<file path="config.mk">
export PLATFORM = sky130hd
export DESIGN_NAME = count_run_scheduler_flat
export DESIGN_NICKNAME = d
export VERILOG_FILES = /design/src/rtl/count_run_scheduler_pkg.sv /design/src/rtl/count_run_scheduler_if.sv /design/src/rtl/count_run_scheduler_rr_arbiter.sv /design/src/rtl/count_run_scheduler.sv /design/src/flat_wrapper.sv
export SDC_FILE = /design/constraint.sdc
export NUM_CORES = 1
export LEC_CHECK = 0
export BUFFER_PORTS_ARGS = -buffer_cell sky130_fd_sc_hd__clkbuf_2
export CORE_MARGIN = 4
export CORE_UTILIZATION = 52
export CTS_CLUSTER_SIZE = 20
export DETAILED_ROUTE_END_ITERATION = 8
export PLACE_DENSITY = 0.8
export SYNTH_ARGS = -nofsm -noshare
export SYNTH_HDL_FRONTEND = slang
export SYNTH_SLANG_ARGS = --single-unit
</file>
<file path="constraint.sdc">
create_clock -name clock -period 4 [get_ports clock]
set_input_delay 0.4 -clock clock [delete_from_list [all_inputs] [get_ports clock]]
set_output_delay 0.4 -clock clock [all_outputs]
set_load 0.005 [all_outputs]
</file>
<file path="src/rtl/count_run_scheduler_pkg.sv">
// Shared state encoding and default sizes for the count-run scheduler.
// Optional abort feature is controlled by COUNT_RUN_ABORT_EN (see the top).
package count_run_pkg;

    localparam int DEF_NREQ  = 4;
    localparam int DEF_CNT_W = 6;

    typedef enum logic [1:0] {
        ST_IDLE = 2'd0,
        ST_RUN  = 2'd1,
        ST_DONE = 2'd2
    } state_t;

endpackage

</file>
<file path="src/rtl/count_run_scheduler_if.sv">
// Requester/status bundle between client logic and the count-run scheduler.
// COUNT_RUN_ABORT_EN adds the abort request and the done_abort status.
interface count_run_scheduler_if
    import count_run_pkg::*;
#(
    parameter int NREQ  = DEF_NREQ,
    parameter int CNT_W = DEF_CNT_W
) ();

    logic [NREQ-1:0]         req_valid;
    logic [NREQ*CNT_W-1:0]   req_len;
    logic [NREQ-1:0]         req_ready;
    logic                    busy;
    logic [CNT_W-1:0]        count;
    logic                    done;
    logic [$clog2(NREQ)-1:0] done_id;

`ifdef COUNT_RUN_ABORT_EN
    logic abort;
    logic done_abort;

    modport master (
        output req_valid, req_len, abort,
        input  req_ready, busy, count, done, done_id, done_abort
    );

    modport slave (
        input  req_valid, req_len, abort,
        output req_ready, busy, count, done, done_id, done_abort
    );
`else
    modport master (
        output req_valid, req_len,
        input  req_ready, busy, count, done, done_id
    );

    modport slave (
        input  req_valid, req_len,
        output req_ready, busy, count, done, done_id
    );
`endif

endinterface

</file>
<file path="src/rtl/count_run_scheduler_rr_arbiter.sv">
// Combinational round-robin picker: one-hot grant to the first request
// at or after ptr, wrapping modulo NREQ.
module rr_arbiter
    import count_run_pkg::*;
#(
    parameter int NREQ = DEF_NREQ
) (
    input  logic [NREQ-1:0]         req,
    input  logic [$clog2(NREQ)-1:0] ptr,
    output logic [NREQ-1:0]         gnt
);

    localparam int PW = $clog2(NREQ);

    logic          found;
    logic [PW:0]   pos;

    // Walk the ring starting at ptr; one spare bit keeps ptr+offset from overflowing.
    always_comb begin
        gnt   = '0;
        found = 1'b0;
        pos   = '0;
        for (int off = 0; off < NREQ; off++) begin
            pos = {1'b0, ptr} + (PW+1)'(off);
            if (pos >= (PW+1)'(NREQ)) begin
                pos = pos - (PW+1)'(NREQ);
            end
            if (!found && req[pos[PW-1:0]]) begin
                gnt[pos[PW-1:0]] = 1'b1;
                found            = 1'b1;
            end
        end
    end

endmodule

</file>
<file path="src/rtl/count_run_scheduler.sv">
// Shares one up-counter between NREQ requesters, one run at a time (IDLE -> RUN -> DONE).
// Define COUNT_RUN_ABORT_EN to add the abort input and done_abort status.
module count_run_scheduler
    import count_run_pkg::*;
#(
    parameter int NREQ  = DEF_NREQ,
    parameter int CNT_W = DEF_CNT_W
) (
    input logic                  clock,
    input logic                  reset,
    count_run_scheduler_if.slave bus
);

    localparam int PW = $clog2(NREQ);

    state_t           state;
    state_t           state_next;
    logic [CNT_W-1:0] cnt;
    logic [CNT_W-1:0] len_q;
    logic [PW-1:0]    id_q;
    logic [PW-1:0]    ptr;
    logic [NREQ-1:0]  gnt;
    logic [PW-1:0]    gnt_id;
    logic [CNT_W-1:0] gnt_len;
    logic             accept;
    logic             last_count;
    logic             abort_hit;

    rr_arbiter #(.NREQ(NREQ)) u_arb (
        .req (bus.req_valid),
        .ptr (ptr),
        .gnt (gnt)
    );

    always_comb begin
        gnt_id  = '0;
        gnt_len = '0;
        for (int i = 0; i < NREQ; i++) begin
            if (gnt[i]) begin
                gnt_id  = PW'(i);
                gnt_len = bus.req_len[i*CNT_W +: CNT_W];
            end
        end
    end

    // Grants only exist in IDLE, and are forced low while reset is held.
    assign bus.req_ready = (state == ST_IDLE && reset) ? gnt : '0;
    assign accept        = (state == ST_IDLE) && (|gnt);
    assign last_count    = (cnt == len_q - CNT_W'(1));

`ifdef COUNT_RUN_ABORT_EN
    logic abort_q;

    assign abort_hit = bus.abort;

    always_ff @(posedge clock or negedge reset) begin
        if (!reset) begin
            abort_q <= 1'b0;
        end else if (accept) begin
            abort_q <= 1'b0;
        end else if (state == ST_RUN && bus.abort) begin
            abort_q <= 1'b1;
        end
    end

    assign bus.done_abort = (state == ST_DONE) && abort_q;
`else
    assign abort_hit = 1'b0;
`endif

    always_comb begin
        state_next = state;
        case (state)
            ST_IDLE: begin
                if (accept) begin
                    state_next = (gnt_len == '0) ? ST_DONE : ST_RUN;
                end
            end
            ST_RUN: begin
                if (abort_hit || last_count) begin
                    state_next = ST_DONE;
                end
            end
            ST_DONE: state_next = ST_IDLE;
            default: state_next = ST_IDLE;
        endcase
    end

    // Counter only advances while staying in RUN, so it freezes at len-1 or at the abort point.
    always_ff @(posedge clock or negedge reset) begin
        if (!reset) begin
            state <= ST_IDLE;
            cnt   <= '0;
            len_q <= '0;
            id_q  <= '0;
            ptr   <= '0;
        end else begin
            state <= state_next;
            if (accept) begin
                cnt   <= '0;
                len_q <= gnt_len;
                id_q  <= gnt_id;
                ptr   <= (gnt_id == PW'(NREQ-1)) ? '0 : gnt_id + PW'(1);
            end else if (state == ST_RUN && state_next == ST_RUN) begin
                cnt <= cnt + CNT_W'(1);
            end
        end
    end

    assign bus.busy    = (state != ST_IDLE);
    assign bus.count   = cnt;
    assign bus.done    = (state == ST_DONE);
    assign bus.done_id = id_q;

endmodule

</file>
<file path="src/flat_wrapper.sv">
// flat-port wrapper written by rule: the top's interface ports become plain ports
module count_run_scheduler_flat import count_run_pkg::*;
#(
    parameter int NREQ  = DEF_NREQ,
    parameter int CNT_W = DEF_CNT_W
)
  (clock, reset, bus_req_valid, bus_req_len, bus_req_ready, bus_busy, bus_count, bus_done, bus_done_id);
  count_run_scheduler_if #(.NREQ(NREQ), .CNT_W(CNT_W)) bus_i ();
  input logic clock;
  input logic reset;
  input wire logic [$bits(bus_i.req_valid)-1:0] bus_req_valid;
  input wire logic [$bits(bus_i.req_len)-1:0] bus_req_len;
  output wire logic [$bits(bus_i.req_ready)-1:0] bus_req_ready;
  output wire logic [$bits(bus_i.busy)-1:0] bus_busy;
  output wire logic [$bits(bus_i.count)-1:0] bus_count;
  output wire logic [$bits(bus_i.done)-1:0] bus_done;
  output wire logic [$bits(bus_i.done_id)-1:0] bus_done_id;
  assign bus_i.req_valid = bus_req_valid;
  assign bus_i.req_len = bus_req_len;
  assign bus_req_ready = bus_i.req_ready;
  assign bus_busy = bus_i.busy;
  assign bus_count = bus_i.count;
  assign bus_done = bus_i.done;
  assign bus_done_id = bus_i.done_id;
  count_run_scheduler #(.NREQ(NREQ), .CNT_W(CNT_W)) u_core (.clock(clock), .reset(reset), .bus(bus_i));
endmodule
</file>
* Yosys cells after proc, flatten, opt, wreduce, memory -nomap -nowiden
Cells that the tools add are included.
** Storage, ports and cells
- Logic and storage cells :: 95
- Input bits :: 30
- Output and inout bits :: 14
- Flip-flop bits (word level) :: 18
** Cells by class
- Mux-type cells :: 42
- Bitwise logic cells :: 3
- $add $sub $neg :: 10
- Magnitude comparators :: 12
- Reduce and logical (&&, ||, !) cells :: 18
- Equality and inequality tests :: 5
** Operators with widths (number)
- $mux 6 :: 6
- $mux 2 :: 10
- $mux 4 :: 5
- $lt 2x3->1 const B :: 4
- $mux 1 :: 12
- $or 4x4->4 :: 3
- $logic_and 1x1->1 :: 10
- $ge 3x3->1 const B :: 3
- $bmux 1 s2 :: 4
- $demux 1 s2 :: 4
- $ge 2x1->1 const B :: 4
- $sub 2x1->2 const B :: 4
- $add 2x2->3 const B :: 2
- $add 6x1->6 const B :: 1
- $eq 6x6->1 :: 1
- $logic_not 6->1 :: 1
- $sub 6x1->6 const B :: 1
- $eq 2x1->1 const B :: 2
- $eq 2x2->1 const B :: 2
- $pmux 2 s2 :: 1
- $reduce_bool 2->1 :: 2
- $reduce_or 4->1 :: 1
- $add 2x1->3 const B :: 1
- $ge 2x3->1 const B :: 1
- 3 further kinds :: 5

* Logic depth before layout (Yosys ltp)
Gate-level depths: netlist of run 1.
- Depth in word-level cells :: 26
- Gate-level depth with buffers :: 13

* Hierarchy
From an unflattened synthesis of run 1, not the netlist that was laid out.
** Unflattened totals
- Cells, all modules :: 167
- Area total of the unflattened synthesis :: 1472.7 um2
** By module, submodules not included
- count_run_scheduler :: area an instance 1169.9 um2, instances 1, cells each 137
- rr_arbiter :: area an instance 302.8 um2, instances 1, cells each 30

* Least setup slack after synthesis of run 1
No wires, ideal clock.
- Path kind :: register to register
- Start point :: register u_core.ptr[0]
- End point :: register u_core.len_q[3]
- Clock period less this slack :: 3242 ps
- Path slack :: 758 ps
- Buffers on the path :: 3
- Cell stages (with the launch flop) :: 12
- Arrival :: 3114 ps
- Path through :: dfrtp_1 buf_6 inv_1 ha_1 mux4_2 nor4b_4 a221o_1 buf_2 nor2_1 a31oi_2 buf_2 mux2_1
** On the way
- Longest elaborated chain between the ends :: 18
- Elaborated cells between the ends (all ways) :: 65
** RTL lines
- from (decl) :: line count_run_scheduler.sv:21 : logic [PW-1:0] ptr;
- from (signal assigned) :: line count_run_scheduler.sv:103 : ptr <= (gnt_id == PW'(NREQ-1)) ? '0 : gnt_id + PW'(1);
- branches (longest 13 deep; another with $add 2x1->3)
- $mux 4 * :: line count_run_scheduler_rr_arbiter.sv:28 : if (!found && req[pos[PW-1:0]]) begin
- $mux 6 (4 in a row) :: line count_run_scheduler.sv:39 : if (gnt[i]) begin
- to (signal assigned) :: line count_run_scheduler.sv:101 : len_q <= gnt_len;
- to (decl) :: line count_run_scheduler.sv:19 : logic [CNT_W-1:0] len_q;
Mark *: on every way between the ends. The select of a mux whose other input is x is not followed.
A chain may end at the register's enable or synchronous reset.

* Final worst setup path of run 1
- Start point :: register u_core.ptr[0]
- End point :: output port bus_req_ready[1]
** On the way
- Longest elaborated chain between the ends :: 15
- Elaborated cells between the ends (all ways) :: 60
** RTL lines
- branches (longest 13 deep; another with $add 2x1->3)
- $mux 4 * :: line count_run_scheduler_rr_arbiter.sv:28
- $mux 4 * :: line count_run_scheduler.sv:47 : assign bus.req_ready = (state == ST_IDLE && reset) ? gnt : '0;
- to (decl) :: line flat_wrapper.sv:13 : output wire logic [$bits(bus_i.req_ready)-1:0] bus_req_ready;
Marks and branches as above.

==> results of run 1 <==
==> worst max-delay path by stage <==
stage / start / end / slack (ps)
after detailed placement: u_core.ptr[0] / u_core.len_q[3] / 480
after CTS: u_core.ptr[0] / bus_req_ready[1] / 450
after floorplan: u_core.ptr[0] / u_core.len_q[3] / 760
after global routing: u_core.ptr[0] / bus_req_ready[1] / 100
final: u_core.ptr[0] / bus_req_ready[1] / 430
after global placement: u_core.ptr[0] / u_core.state[1] / 570
==> stage by stage <==
step / instances / hold slack [ps] / power (mW)
3_3_place_gp: 228 / 367 / 1.45
3_5_place_dp: 228 / 369 / 1.50
4_1_cts: 232 / 29.6 / 1.62
6_report: 232 / 17.4 / 1.62
2_1_floorplan: 159 / 104 / 1.27
5_1_grt: 232 / 55.9 / 1.78
==> layout make-up <==
| class | count | area share |
|---|---|---|
| Clock buffer | 4 | 0.0208 |
| Inverter | 5 | 0.0107 |
| Multi-Input combinational cell | 129 | 0.557 |
| Sequential cell | 18 | 0.258 |
| Tap cell | 31 | 0.0222 |
| Timing Repair Buffer | 45 | 0.132 |
==> layer usage <==
layer	routed length, um	track usage
met5	0	0
met4	69	0.0576
met3	153	0.0482
met2	1830	0.372
met1	1490	0.243
==> registers in the layout, summed over array words and instances (netlist names) <==
register / count
u_core.bus.count: 6
u_core.len_q: 6
u_core.bus.done_id: 2
u_core.ptr: 2
u_core.state: 2
==> cell usage in the layout, fill, tap and decap left out, drive strengths merged, types with 6 or more instances in the layout <==
| cell | synthesis | final |
|---|---|---|
| nand2 | 18 | 18 |
| ha | 7 | 7 |
| clkbuf | 1 | 47 |
| xnor2 | 8 | 8 |
| a41oi | 6 | 6 |
| nor2 | 21 | 21 |
| nand3 | 8 | 8 |
| or4b | 6 | 6 |
| dfrtp | 18 | 18 |
| o21ai | 8 | 8 |
==> cell families (layout without fill, tap and decap cells) <==
| logic type | count (synthesis) | after routing |
|---|---|---|
| flops | 18 | 18 |
| xor+xnor | 11 | 11 |
| mux | 9 | 9 |
| simple gates | 72 | 72 |
| compound gates | 30 | 30 |
| fa+ha+maj | 7 | 7 |
| buf+inv | 12 | 54 |
==> power groups by stage <==
stage               Sequential, mW  Combinational (mW)  Clock [mW]
floorplan                    0.342               0.931           0
global placement             0.365                1.09           0
detailed placement           0.370                1.13           0
CTS                          0.367                1.13       0.115
global route                 0.381                1.27       0.125
finish                       0.367                1.14       0.113
==> worst max-delay path, cell delays in order (launching register included) <==
cell                       delay, ps
sky130_fd_sc_hd__dfrtp_1         550
sky130_fd_sc_hd__inv_1           130
sky130_fd_sc_hd__ha_1            340
sky130_fd_sc_hd__mux4_2          590
sky130_fd_sc_hd__nor3b_2         400
sky130_fd_sc_hd__a221o_1         500
sky130_fd_sc_hd__nor2b_1         230
sky130_fd_sc_hd__clkbuf_2        130
==> impl_results.html, run 1 <==
<table>
<tr><th>Metric</th><th>Value</th></tr>
<tr><th colspan="2">Pwr</th></tr>
<tr><td>Switching portion of total power</td><td>0.498</td></tr>
<tr><td>Relative contribution of the clock network to total power</td><td>0.070</td></tr>
<tr><td>PD cells</td><td>a little over 900 mW/mm^2</td></tr>
<tr><td>Part of the total power dissipated in sequential elements</td><td>0.227</td></tr>
<tr><td>P_int</td><td>0.812 mW</td></tr>
<tr><td>Part of the power in combinational logic</td><td>0.703</td></tr>
<tr><td>LEAKAGE</td><td>0.767 nW</td></tr>
<tr><td>Worst ir drop on vdd</td><td>approximately 0.64 mV</td></tr>
<tr><td>Net switching power</td><td>just over 0.8 mW</td></tr>
<tr><th colspan="2">Job</th></tr>
<tr><td>Number of maximum-capacitance constraint violations</td><td>0</td></tr>
<tr><th colspan="2">Worst setup path</th></tr>
<tr><td>Slack of the worst reg-to-reg path</td><td>460 ps</td></tr>
<tr><td>Worst Path Class, Setup</td><td>flop to output port</td></tr>
<tr><td>Worst reg2reg endpoint</td><td>u_core.len_q[5]</td></tr>
<tr><td>Data arrival time of the critical path</td><td>3170 ps</td></tr>
<tr><td>CP startpoint kind</td><td>flop</td></tr>
<tr><td>Cells on worst reg2reg path</td><td>9</td></tr>
<tr><td>Data required time at the worst endpoint</td><td>3600 ps</td></tr>
<tr><td>Peak fanout along the critical path</td><td>16</td></tr>
<tr><td>Beginning of the worst register-to-register path</td><td>u_core.ptr[0]</td></tr>
<tr><td>CP endpoint kind</td><td>output port</td></tr>
<tr><th colspan="2">GRT</th></tr>
<tr><td>Number of global-route vias before repair</td><td>~1400</td></tr>
<tr><td>Wire length of the first global-routing pass</td><td>5910 um</td></tr>
<tr><td>Antenna violations before repair</td><td>0</td></tr>
<tr><td>Total routing usage reported by global routing</td><td>0.206</td></tr>
<tr><td>Leftover overflow at the end of global routing</td><td>0</td></tr>
<tr><td>Pin count of the biggest net entering global routing</td><td>23</td></tr>
<tr><th colspan="2">Layout</th></tr>
<tr><td>Finished Cell Area</td><td>0.00175 sq mm</td></tr>
<tr><td>Final #Nets</td><td>239</td></tr>
<tr><td>Post-layout util</td><td>0.634</td></tr>
<tr><td>Share of final-layout standard cells stronger than drive strength 1</td><td>0.318</td></tr>
<tr><td>Area used by sequential logic in the layout</td><td>approximately 450 sq um</td></tr>
<tr><td>Area growth syn-to-layout</td><td>17.4%</td></tr>
<tr><td>Antenna diodes</td><td>0</td></tr>
<tr><td>Number of filler instances in the final layout</td><td>229</td></tr>
<tr><td>Area of the multi-input gates</td><td>973 sq um</td></tr>
<tr><th colspan="2">CTS</th></tr>
<tr><td>Number of hold buffers added after CTS</td><td>0</td></tr>
<tr><td>Maximum clock insertion buffer count</td><td>2</td></tr>
<tr><td>Clock-pin slew on the worst setup and hold paths</td><td>110 ps</td></tr>
<tr><td>Count of instances resized after the clock tree is built</td><td>0</td></tr>
<tr><td>CTS tree</td><td>done</td></tr>
<tr><td>Clock Tree Root</td><td>sky130_fd_sc_hd__clkbuf_4</td></tr>
<tr><td>Post-CTS setup-driven buffer insertion count</td><td>0</td></tr>
<tr><td>Sinks on Clock Net</td><td>18</td></tr>
<tr><td>Maximum level of the CTS H-tree</td><td>1</td></tr>
<tr><td>Worst-Skew Late Latency</td><td>310 ps</td></tr>
<tr><td>Number of buffers created by CTS</td><td>3</td></tr>
<tr><th colspan="2">Floorplan</th></tr>
<tr><td>Top-Level Pins</td><td>44</td></tr>
<tr><td>Total Die Area</td><td>between 0.003 and 0.004 sq mm</td></tr>
<tr><td>Starting density of the core</td><td>0.540</td></tr>
<tr><td>Die height</td><td>just over 60 um</td></tr>
<tr><td>Row count</td><td>19</td></tr>
<tr><td>Core box area</td><td>0.00276 sq mm</td></tr>
<tr><td>Die Wd</td><td>61.5 um</td></tr>
<tr><th colspan="2">STA</th></tr>
<tr><td>Minimum clock period</td><td>3570 ps</td></tr>
<tr><td>Unrepaired setup endpoints after global routing</td><td>false</td></tr>
<tr><td>Setup slack of the critical path after layout</td><td>between 400 and 500 ps</td></tr>
<tr><td>Largest clock skew in the final design</td><td>15.9 ps</td></tr>
<tr><td>Final cycle utilization of the critical path</td><td>0.893</td></tr>
<tr><td>Count of final hold-check violations</td><td>0</td></tr>
<tr><td>Final number of max-transition violations</td><td>0</td></tr>
<tr><td>Final setup viols</td><td>0</td></tr>
<tr><td>Worst slew margin relative to its limit</td><td>0.574</td></tr>
<tr><td>Transition time at the pin with the least slew margin</td><td>640 ps</td></tr>
<tr><td>Setup_tns</td><td>0 ps</td></tr>
<tr><td>Highest clock rate</td><td>0.280 GHz</td></tr>
<tr><th colspan="2">Placed design</th></tr>
<tr><td>Placed Instance Area</td><td>0.00171 sq mm</td></tr>
<tr><td>Routability congestion estimate from global placement</td><td>0.823</td></tr>
<tr><td>Placement Setup Slack</td><td>approximately 480 ps</td></tr>
<tr><td>Placed wire-length estimate</td><td>approximately 2800 um</td></tr>
<tr><td>Count of input and output buffers</td><td>43</td></tr>
<tr><th colspan="2">Yosys</th></tr>
<tr><td>Post-Synth Simple-Gate Area</td><td>0.265</td></tr>
<tr><td>Number of synthesized register bits</td><td>18</td></tr>
<tr><td>Synthesized-area fraction occupied by adder cells</td><td>0.0588</td></tr>
<tr><td>Net count after synthesis</td><td>196</td></tr>
<tr><td>Xor and xnor area share after synthesis</td><td>0.0647</td></tr>
<tr><td>Top-area cell type share of the netlist area</td><td>0.303</td></tr>
<tr><td>Proportion of synthesized flip-flops having asynchronous set or reset</td><td>1.00</td></tr>
<tr><td>Mean instance size in the synthesized netlist</td><td>9.36 sq um</td></tr>
<tr><td>Multiplexer share of the synthesized area</td><td>0.0975</td></tr>
<tr><td>Cell types with the largest area share after synthesis</td><td>sky130_fd_sc_hd__dfrtp_1 (30%), sky130_fd_sc_hd__mux4_2 (6.1%), sky130_fd_sc_hd__ha_1 (5.9%)</td></tr>
<tr><td>Synth Instances</td><td>around 160</td></tr>
<tr><td>Most used standard cell by instance count after synthesis</td><td>sky130_fd_sc_hd__nor2_1</td></tr>
<tr><td>Fraction of the yosys area taken by sequential cells</td><td>0.303</td></tr>
<tr><td>Dominant cell type by area after synthesis</td><td>sky130_fd_sc_hd__dfrtp_1</td></tr>
<tr><td>Area fraction in compound gates after synthesis</td><td>0.168</td></tr>
<tr><td>Syn Std Cell Area</td><td>0.00149 sq mm</td></tr>
<tr><td>Number of synthesized flops with an enable pin</td><td>0</td></tr>
<tr><td>Most frequent cells after synthesis</td><td>sky130_fd_sc_hd__nor2_1 (21), sky130_fd_sc_hd__dfrtp_1 (18), sky130_fd_sc_hd__nand2_1 (18)</td></tr>
<tr><td>Post-synth cell types</td><td>42</td></tr>
<tr><td>Combinational family with the most area after synthesis</td><td>simple AND/OR/NAND/NOR gates</td></tr>
<tr><td>Warnings, synthesis</td><td>0</td></tr>
<tr><td>Leading register cell type out of synthesis</td><td>sky130_fd_sc_hd__dfrtp_1</td></tr>
<tr><th colspan="2">Drt</th></tr>
<tr><td>Post-detailed-route via-to-cell ratio</td><td>6.03</td></tr>
<tr><td>DR vias</td><td>roughly 1400</td></tr>
<tr><td>Violation count after the first detailed-routing iteration</td><td>36</td></tr>
<tr><td>Routed length per placed instance</td><td>15.3 um</td></tr>
<tr><td>Total routed wirelength</td><td>3540 um</td></tr>
<tr><td>Remaining routing DRC violations</td><td>0</td></tr>
<tr><td>Number of antenna-violating nets in the routed design</td><td>0</td></tr>
<tr><td>Number of iterations in the first detailed-routing pass</td><td>4</td></tr>
<tr><th colspan="2">Hold path</th></tr>
<tr><td>Classification of the worst-slack hold path</td><td>input port to async pin</td></tr>
<tr><th colspan="2">Outcome</th></tr>
<tr><td>Run status</td><td>finished clean</td></tr>
</table>
(Power assumes the default switching activity.)
==> inputs of run 2 (changes only) <==
--- a/config.mk
+++ b/config.mk
@@ -11,6 +11,7 @@
 export CTS_CLUSTER_SIZE = 20
 export DETAILED_ROUTE_END_ITERATION = 8
 export PLACE_DENSITY = 0.8
+export SETUP_SLACK_MARGIN = 0.5
 export SYNTH_ARGS = -nofsm -noshare
 export SYNTH_HDL_FRONTEND = slang
 export SYNTH_SLANG_ARGS = --single-unit
==> run 2 against run 1 <==
Against the previous run: global-route usage is the same; cell area grew 1.0%; die area is the same; setup slack gained 270 ps; critical path depth grew 3; fmax grew 8.3%; via count is essentially flat; largest cell class unchanged; largest power group unchanged.
==> impl_results.html, run 2 (same netlist as run 1, synthesis figures left out) <==
<table>
<tr><th>Metric</th><th>Value</th></tr>
<tr><th colspan="2">Outcome</th></tr>
<tr><td>Run status</td><td>finished clean</td></tr>
<tr><th colspan="2">Worst setup path</th></tr>
<tr><td>CP endpoint kind</td><td>flop</td></tr>
<tr><td>Peak fanout along the critical path</td><td>16</td></tr>
<tr><td>Data arrival time of the critical path</td><td>3510 ps</td></tr>
<tr><td>Data required time at the worst endpoint</td><td>4210 ps</td></tr>
<tr><td>Cell with the largest stage delay on the worst path</td><td>sky130_fd_sc_hd__mux4_2</td></tr>
<tr><td>Slack of the worst reg-to-reg path</td><td>roughly 700 ps</td></tr>
<tr><td>Worst Path Class, Setup</td><td>flop to flop</td></tr>
<tr><td>Crit path largest cell delay</td><td>about 600 ps</td></tr>
<tr><td>Cell Chain, Critical Path</td><td>inv_1, ha_1, mux4_2, nand2_1, o21ai_0, a221o_2, or4b_1, a41oi_2, nor2_1, a31o_1</td></tr>
<tr><td>CP startpoint kind</td><td>flop</td></tr>
<tr><th colspan="2">CTS</th></tr>
<tr><td>Sinks on Clock Net</td><td>18</td></tr>
<tr><td>CTS tree</td><td>done</td></tr>
<tr><td>Clock Tree Root</td><td>sky130_fd_sc_hd__clkbuf_4</td></tr>
<tr><td>Number of buffers created by CTS</td><td>3</td></tr>
<tr><td>Clock-pin slew on the worst setup and hold paths</td><td>110 ps</td></tr>
<tr><td>Maximum level of the CTS H-tree</td><td>1</td></tr>
<tr><td>Number of hold buffers added after CTS</td><td>0</td></tr>
<tr><td>Maximum clock insertion buffer count</td><td>2</td></tr>
<tr><td>Worst-Skew Late Latency</td><td>310 ps</td></tr>
<tr><th colspan="2">Drt</th></tr>
<tr><td>Violation count after the first detailed-routing iteration</td><td>46</td></tr>
<tr><td>DR vias</td><td>1399</td></tr>
<tr><td>Number of iterations in the first detailed-routing pass</td><td>4</td></tr>
<tr><td>Post-detailed-route via-to-cell ratio</td><td>approximately 6</td></tr>
<tr><td>Number of antenna-violating nets in the routed design</td><td>0</td></tr>
<tr><td>Remaining routing DRC violations</td><td>0</td></tr>
<tr><td>Routed length per placed instance</td><td>between 15 and 20 um</td></tr>
<tr><td>Total routed wirelength</td><td>3530 um</td></tr>
<tr><th colspan="2">Layout</th></tr>
<tr><td>Area of the multi-input gates</td><td>about 980 sq um</td></tr>
<tr><td>Most common cell after layout, fill and taps aside</td><td>sky130_fd_sc_hd__clkbuf_2</td></tr>
<tr><td>Number of filler instances in the final layout</td><td>228</td></tr>
<tr><td>Antenna diodes</td><td>0</td></tr>
<tr><td>Share of final-layout standard cells stronger than drive strength 1</td><td>0.337</td></tr>
<tr><td>Most frequent cells in the layout</td><td>sky130_fd_sc_hd__clkbuf_2 (43), sky130_fd_sc_hd__nor2_1 (21), sky130_fd_sc_hd__nand2_1 (18)</td></tr>
<tr><td>Area growth syn-to-layout</td><td>18.6%</td></tr>
<tr><td>Area used by sequential logic in the layout</td><td>between 400 and 500 sq um</td></tr>
<tr><td>Finished Cell Area</td><td>0.00177 sq mm</td></tr>
<tr><td>Final #Nets</td><td>240</td></tr>
<tr><th colspan="2">STA</th></tr>
<tr><td>Highest clock rate</td><td>0.303 GHz</td></tr>
<tr><td>Unrepaired setup endpoints after global routing</td><td>false</td></tr>
<tr><td>Largest clock skew in the final design</td><td>between 10 and 15 ps</td></tr>
<tr><td>Final cycle utilization of the critical path</td><td>0.825</td></tr>
<tr><td>Min Hold Slack</td><td>16.5 ps</td></tr>
<tr><td>Worst slew margin relative to its limit</td><td>0.568</td></tr>
<tr><td>Count of final hold-check violations</td><td>0</td></tr>
<tr><td>Setup slack of the critical path after layout</td><td>701 ps</td></tr>
<tr><td>Setup_tns</td><td>0 ps</td></tr>
<tr><td>Transition time at the pin with the least slew margin</td><td>~650 ps</td></tr>
<tr><td>Minimum clock period</td><td>3300 ps</td></tr>
<tr><td>Final number of max-transition violations</td><td>0</td></tr>
<tr><td>Final setup viols</td><td>0</td></tr>
<tr><th colspan="2">Floorplan</th></tr>
<tr><td>Top-Level Pins</td><td>44</td></tr>
<tr><td>Core box area</td><td>between 0.002 and 0.003 sq mm</td></tr>
<tr><td>Row count</td><td>19</td></tr>
<tr><td>Total Die Area</td><td>0.00378 sq mm</td></tr>
<tr><td>Die height</td><td>61.5 um</td></tr>
<tr><td>Starting density of the core</td><td>0.540</td></tr>
<tr><td>Die Wd</td><td>61.5 um</td></tr>
<tr><th colspan="2">Placed design</th></tr>
<tr><td>Routability congestion estimate from global placement</td><td>about 0.82</td></tr>
<tr><td>Placed Instance Area</td><td>~0.0017 sq mm</td></tr>
<tr><td>Placement Setup Slack</td><td>485 ps</td></tr>
<tr><td>Count of input and output buffers</td><td>43</td></tr>
<tr><td>Placed wire-length estimate</td><td>2820 um</td></tr>
<tr><th colspan="2">GRT</th></tr>
<tr><td>Antenna violations before repair</td><td>0</td></tr>
<tr><td>Wire length of the first global-routing pass</td><td>5910 um</td></tr>
<tr><td>Pin count of the biggest net entering global routing</td><td>23</td></tr>
<tr><td>Total routing usage reported by global routing</td><td>0.206</td></tr>
<tr><td>Leftover overflow at the end of global routing</td><td>0</td></tr>
<tr><td>Number of global-route vias before repair</td><td>roughly 1400</td></tr>
<tr><th colspan="2">Pwr</th></tr>
<tr><td>LEAKAGE</td><td>~0.77 nW</td></tr>
<tr><td>Worst ir drop on vdd</td><td>0.613 mV</td></tr>
<tr><td>PD cells</td><td>~930 mW/mm^2</td></tr>
<tr><td>Total power after layout</td><td>approximately 1.6 mW</td></tr>
<tr><th colspan="2">Job</th></tr>
<tr><td>Number of maximum-capacitance constraint violations</td><td>0</td></tr>
<tr><th colspan="2">Hold path</th></tr>
<tr><td>Classification of the worst-slack hold path</td><td>input port to async pin</td></tr>
</table>
==> run 2: metal layers <==
layer  part of all wire  GRT usage
met4              0.016     0.0576
met5                  0          0
met3              0.047     0.0482
met1               0.41      0.243
met2               0.53      0.372
==> run 2: cell type report <==
class                      count  area share
timing repair buffer          46       0.135
tap                           31      0.0220
sequential                    18       0.257
multi-input combinational    129       0.556
clock buffer                   4      0.0206
inverter                       5      0.0106
==> run 2: what timing repair did <==
action | in CTS | in global routing
resized for setup | 1 | 3
buffers inserted | 0 | 1
pin swaps | 0 | 1
setup endpoints to repair | 6 | 15
==> run 2: power by group <==
| group | internal (mW) | switching, mW | total (mW) |
|---|---|---|---|
| sequential | 0.267 | 0.0903 | 0.357 |
| clock | 0.0556 | 0.0577 | 0.113 |
| combinational | 0.505 | 0.664 | 1.17 |
==> run 2: metrics by stage <==
stage               utilization  instances
floorplan                     -        159
global placement          0.621        228
detailed placement        0.621        228
CTS                       0.634        232
global route              0.640        233
finish                    0.640        233
==> run 2: path summary, 6_finish.rpt <==
check                                      start                    end  depth (start not counted)
max reg2reg                        u_core.ptr[1]        u_core.state[1]                         10
max                                u_core.ptr[1]        u_core.state[1]                         10
min reg2reg                u_core.bus.done_id[0]  u_core.bus.done_id[0]                          1
max in group asynchronous                  reset          u_core.ptr[0]                          1
min                                        reset        u_core.len_q[0]                          1
min in group clock         u_core.bus.done_id[0]  u_core.bus.done_id[0]                          1
==> run 2: worst max-delay path, delay by kind of cell, from the launching register on <==
kind / cells / cell delay (ps)
AND/OR/NAND/NOR: 3 / 760
multiplexers: 1 / 610
flip-flops: 1 / 430
AO/OA/AOI/OAI: 4 / 990
buffers and inverters: 1 / 100
adder cells (fa/ha/maj): 1 / 330
